File: config.mk
export PLATFORM = sky130hd
export DESIGN_NAME = mult_sequencer_flat
export DESIGN_NICKNAME = d
export VERILOG_FILES = /design/src/rtl/mult_sequencer_if.sv /design/src/rtl/mult_sequencer.sv /design/src/flat_wrapper.sv
export SDC_FILE = /design/constraint.sdc
export NUM_CORES = 1
export LEC_CHECK = 0
export ABC_AREA = 1
export CORE_MARGIN = 5
export CORE_UTILIZATION = 55
export CTS_CLUSTER_SIZE = 16
export DETAILED_ROUTE_END_ITERATION = 8
export DONT_BUFFER_PORTS = 1
export PLACE_DENSITY = 0.73
export SYNTH_ARGS = -nofsm -noshare
export SYNTH_HDL_FRONTEND = slang
export SYNTH_SLANG_ARGS = --single-unit
File: constraint.sdc
create_clock -name clock -period 9.1 [get_ports clock]
set_input_delay 2.275 -clock clock [delete_from_list [all_inputs] [get_ports clock]]
set_output_delay 2.275 -clock clock [all_outputs]
set_load 0.03 [all_outputs]
File: src/rtl/mult_sequencer_if.sv
// mult_sequencer_if
// Purpose: bundles the decoder-side request and the sequencer-side status
//          and result of a MULT/MULTU instruction into one port.
// Signals:
//   start      decoder asserts while the current instruction is MULT/MULTU
//   is_signed  1 = MULT (two's complement), 0 = MULTU
//   opA, opB   multiplicand / multiplier, bit 0 is the MSB
//   stall      holds PC and suppresses register write while high
//   busy       high while the sequencer is iterating
//   done       one-cycle pulse when the product has just been loaded
//   product    registered 64-bit result, bits [32:63] are the low word
// Modports:
//   master     the decoder / datapath side
//   slave      the multiply sequencer
`timescale 1ns/1ps
interface mult_sequencer_if;
    logic        start;
    logic        is_signed;
    logic [0:31] opA;
    logic [0:31] opB;
    logic        stall;
    logic        busy;
    logic        done;
    logic [0:63] product;

    modport master (
        output start, is_signed, opA, opB,
        input  stall, busy, done, product
    );

    modport slave (
        input  start, is_signed, opA, opB,
        output stall, busy, done, product
    );
endinterface

File: src/rtl/mult_sequencer.sv
// mult_sequencer
// Purpose: multi-cycle shift-and-add multiplier for MULT/MULTU. Operands are
//          converted to magnitudes on capture, multiplied unsigned over up to
//          32 iterations, and the sign is applied once when the product is
//          loaded.
// Ports:
//   clock  sole clock, rising edge
//   reset  asynchronous active-high reset, clears all state
//   bus    mult_sequencer_if.slave (start/is_signed/opA/opB in,
//          stall/busy/done/product out)
// Configuration:
//   MULT_EARLY_EXIT_EN  when defined, iteration stops after the first cycle
//                       whose shifted multiplier is zero; the product is the
//                       same either way, only the latency changes.
`timescale 1ns/1ps
module mult_sequencer (
    input  logic             clock,
    input  logic             reset,
    mult_sequencer_if.slave  bus
);

    typedef enum logic [1:0] {
        IDLE,
        RUN,
        DONE
    } state_t;

    state_t      state;
    logic [63:0] mcand;
    logic [31:0] mplier;
    logic [63:0] acc;
    logic [5:0]  count;
    logic        neg;
    logic [63:0] product_q;
    logic        busy_q;
    logic        done_q;

    logic [31:0] mag_a;
    logic [31:0] mag_b;
    logic [63:0] acc_next;
    logic [31:0] mplier_next;
    logic        last_step;

    // Magnitudes of the incoming operands and the next iteration's values.
    // Negating 0x80000000 in 32 bits yields 0x80000000, which read as
    // unsigned is exactly 2^31, so the most negative input needs no
    // special case.
    always_comb begin
        mag_a       = (bus.is_signed && bus.opA[0]) ? (~bus.opA + 32'd1) : bus.opA;
        mag_b       = (bus.is_signed && bus.opB[0]) ? (~bus.opB + 32'd1) : bus.opB;
        acc_next    = mplier[0] ? (acc + mcand) : acc;
        mplier_next = mplier >> 1;
`ifdef MULT_EARLY_EXIT_EN
        last_step   = (count == 6'd31) || (mplier_next == 32'd0);
`else
        last_step   = (count == 6'd31);
`endif
    end

    // Stall must already be high in the cycle start is first seen so the
    // instruction does not retire, and must drop in DONE so it does.
    assign bus.stall   = !reset && (((state == IDLE) && bus.start) || (state == RUN));
    assign bus.busy    = busy_q;
    assign bus.done    = done_q;
    assign bus.product = product_q;

    // Sequencer: capture in IDLE, one add/shift per RUN cycle, load the
    // signed product on the edge into DONE, then always return to IDLE so a
    // following instruction can be captured one cycle later.
    always_ff @(posedge clock or posedge reset) begin
        if (reset) begin
            state     <= IDLE;
            mcand     <= '0;
            mplier    <= '0;
            acc       <= '0;
            count     <= '0;
            neg       <= 1'b0;
            product_q <= '0;
            busy_q    <= 1'b0;
            done_q    <= 1'b0;
        end else begin
            case (state)
                IDLE: begin
                    done_q <= 1'b0;
                    if (bus.start) begin
                        mcand  <= {32'd0, mag_a};
                        mplier <= mag_b;
                        neg    <= bus.is_signed && (bus.opA[0] ^ bus.opB[0]);
                        acc    <= '0;
                        count  <= '0;
                        busy_q <= 1'b1;
                        state  <= RUN;
                    end
                end
                RUN: begin
                    acc    <= acc_next;
                    mcand  <= mcand << 1;
                    mplier <= mplier_next;
                    count  <= count + 6'd1;
                    if (last_step) begin
                        product_q <= neg ? (~acc_next + 64'd1) : acc_next;
                        busy_q    <= 1'b0;
                        done_q    <= 1'b1;
                        state     <= DONE;
                    end
                end
                DONE: begin
                    done_q <= 1'b0;
                    state  <= IDLE;
                end
                default: begin
                    busy_q <= 1'b0;
                    done_q <= 1'b0;
                    state  <= IDLE;
                end
            endcase
        end
    end

endmodule

File: src/flat_wrapper.sv
// flat-port wrapper written by rule: the top's interface ports become plain ports
module mult_sequencer_flat 
  (clock, reset, bus_start, bus_is_signed, bus_opA, bus_opB, bus_stall, bus_busy, bus_done, bus_product);
  mult_sequencer_if bus_i ();
  input  logic clock;
  input  logic reset;
  input wire logic [$bits(bus_i.start)-1:0] bus_start;
  input wire logic [$bits(bus_i.is_signed)-1:0] bus_is_signed;
  input wire logic [$bits(bus_i.opA)-1:0] bus_opA;
  input wire logic [$bits(bus_i.opB)-1:0] bus_opB;
  output wire logic [$bits(bus_i.stall)-1:0] bus_stall;
  output wire logic [$bits(bus_i.busy)-1:0] bus_busy;
  output wire logic [$bits(bus_i.done)-1:0] bus_done;
  output wire logic [$bits(bus_i.product)-1:0] bus_product;
  assign bus_i.start = bus_start;
  assign bus_i.is_signed = bus_is_signed;
  assign bus_i.opA = bus_opA;
  assign bus_i.opB = bus_opB;
  assign bus_stall = bus_i.stall;
  assign bus_busy = bus_i.busy;
  assign bus_done = bus_i.done;
  assign bus_product = bus_i.product;
  mult_sequencer u_core (.clock(clock), .reset(reset), .bus(bus_i));
endmodule
==> flow_summary.ini <==
[power_and_ir_drop]
power_leakage_uw = 0.0109
combPwrFrac = 0.629
power.clock.fraction = 0.136
power_report.internal_total_uw = 3910
ir_worst_vdd_mv = 0.280
share_seq_of_total_power = 0.235
power_density_mw_per_mm2 = 444
power_switching_uw = 5030
power.switching_fraction = 0.563

[synth]
ys.flop_type = dfrtp_1
ys_ff_latch = 235
asyncSetResetFlopFracSynth = 1.00
count_of_synthesis_stage_warnings_from_yosys = 0
synth_mux_area_frac = 0.000600
postSynthNetCount = 3136
synth_seq_area_share = 0.313
netlist_area_mm2 = 0.0188
synth_xor_xnor_area_share = 0.0364
synth-edff-count = 0
post_synth_inst_count = 3000
basic_gate_share_of_the_synthesized_area_counting_and_or_nand_and_nor_cells = 0.358
postSynthAreaPerCell_um2 = 6.26
synth_compound_gate_area_share = 0.130
synth-adder-area-share = 0.0457
synth_top_family_by_area = simple AND/OR/NAND/NOR gates
ys_types = 50

[cts]
cts_buffers = 27
ctsResizeCount = 0
worst_setup_hold_path_clk_slew_ns = 0.06
cts.htree.levels = 1
worst_skew_pair.late_latency_ns = 0.57
cts_root_buffer = clkbuf_16
cts_tree = done
postCtsHoldBufs = 0
post-cts-setup-buffers = 0
cts.path.max_buffers = 3
sinks_on_clock_net = 235

[die]
floorplan.die_area_mm2 = 0.0379
floorplan.io_pins = 135
core_area_mm2 = 0.0336
die_w_um = 195
placement_rows = 67
die_y_um = 195
initial_core_util = 0.558

[outcome]
status = completed

[critical_path]
endpoint_kind = primary output
setup.reg_to_reg.worst_slack_ns = 5.08
critical_path.startpoint_type = input port
worstSetupPathType = in2out
worst_ep_arrival_time_ns = 3.91
maximum_fanout_along_the_worst_path = 64
critical_path_required_ns = 6.83

[sta]
grt_setup_unrepaired = no
hold_viol = 0
final.min_clock_period_ns = 6.18
timing.max_slew.rel_slack = 0.349
final.setup_skew_ns = 0.0261
worst_slew_pin_slew_ns = 0.976
timing.final.setup_violations = 0
tns_ns = 0
final_min_period_over_clock_period = 0.680
final.setup.worst_slack_ns = 2.92
fmaxAchievable_mhz = 162
report.final.slew_viol_count = 0

[finish]
design.final.nets = 3096
seqCellArea_mm2 = 0.00588
final_layout_size_suffix_gt1_frac = 0.0416
area_delta_synth_final_pct = 7.27
multi_input_comb_area_mm2 = 0.0107
fillerInstances = 3283
mostFrequentLayoutCells = nand2_1, inv_1, dfrtp_1, nor2_1, nand3_1
layout_commonest_cell = nand2_1

[drt]
drt_drc_violations_left = 0
wl_per_cell_um = 18.2
postRouteWirelength_um = 62400
via_count = 19400
drt_pass1_iterations = 5
first_iter_violations = 1873
via_per_inst = 5.65
postRouteAntennaNets = 0

[placement]
placement.io_buffers = 0
dpl_worst_slack_ns = 2.95
place.detailed.hpwl_um = 48600
placer_congestion_estimate = 0.983

[global_route]
wire_length_of_the_first_global_routing_pass_um = 97100
gr-total-overflow = 0
antenna_found_initial = 2
globalRouteTotalUtil = 0.319
number_of_global_route_vias_before_repair = 17900
grt_max_degree = 95

[flow_run]
cap_violations = 0

[min_path]
hold_class = reg2reg
## power by group through the flow
stage / Clock, uW / Combinational, uW / Sequential, uW
floorplan: 0 / 3990 / 1930
global placement: 0 / 5330 / 2090
detailed placement: 0 / 5430 / 2100
CTS: 1230 / 5470 / 2090
global route: 1280 / 6260 / 2140
finish: 1220 / 5620 / 2100
## per-layer routing
metal / up-vias / GRT usage / share of wire
met4: 2 / 0.0817 / 0.026
met1: 9000 / 0.480 / 0.46
met2: 841 / 0.464 / 0.41
met5: - / 0 / 0.00019
li1: 9442 / - / -
met3: 100 / 0.0722 / 0.11
## cells in the mapped netlist, drive strengths merged (34+ instances only)
cell type,number,area (um2)
nor3,35,175
o22ai,68,425
nor2,240,968
a21oi,84,420
ha,67,838
dfrtp,235,5880
o21ai,167,843
nand4,34,219
clkbuf,58,218
inv,486,1820
a22oi,60,450
nand2,1085,4100
xor2,58,508
nand3,212,1120
## final timing paths
check                             startpoint                    end  cells past startpoint
max                                bus_start              bus_stall                      6
min                        u_core.mplier[23]      u_core.mplier[22]                      2
max reg2reg                  u_core.mcand[0]  u_core.bus.product[9]                     21
min reg2reg                u_core.mplier[23]      u_core.mplier[22]                      2
max in group asynchronous              reset       u_core.mcand[23]                      2
min in group asynchronous              reset      u_core.mplier[26]                      1
## critical path, cell delays in order
cell and delay (ns):
nand3_2 0.05, buf_4 0.48, inv_1 0.30, nor2_4 0.13
buf_4 0.38, nor2_1 0.25
## area by class of cell
class                           instances  share of cell area
Tap cell                              448              0.0278
Antenna cell                            1            0.000124
Timing Repair Buffer                   14             0.00522
Sequential cell                       235               0.292
Clock inverter                         13              0.0119
Multi-Input combinational cell       2191               0.534
Clock buffer                           36              0.0372
Inverter                              491              0.0919
## logic make-up after synthesis
| group | count (synthesis) |
|---|---|
| AOI/OAI and AO/OA | 417 |
| xor gates and xnor gates | 78 |
| adders and majority gates | 68 |
| buffers and inverters | 574 |
| DFF | 235 |
| muxes | 1 |
| and+or+nand+nor | 1627 |
## metrics by stage
step / total power (uW) / hold WS, ns / util / instance area, um2 / std cells
4_1_cts: 8790 / 0.508 / 0.599 / 20100 / 3428
3_5_place_dp: 7530 / 0.492 / 0.569 / 19100 / 3379
5_1_grt: 9680 / 0.524 / 0.599 / 20100 / 3428
6_report: 8940 / 0.498 / 0.599 / 20100 / 3429
3_3_place_gp: 7420 / 0.477 / 0.569 / 19100 / 3379
2_1_floorplan: 5910 / 0.450 / - / 18800 / 3000
## flip-flops by register name, summed over array words and instances, names as in the netlist
register,cells
u_core.mcand,64
u_core.bus.product,64
u_core.bus.busy,1
u_core.neg,1
u_core.acc,64
u_core.bus.done,1
u_core.mplier,32
u_core.count,6
u_core.state,2
No activity file was read; power rests on OpenSTA's default activity.
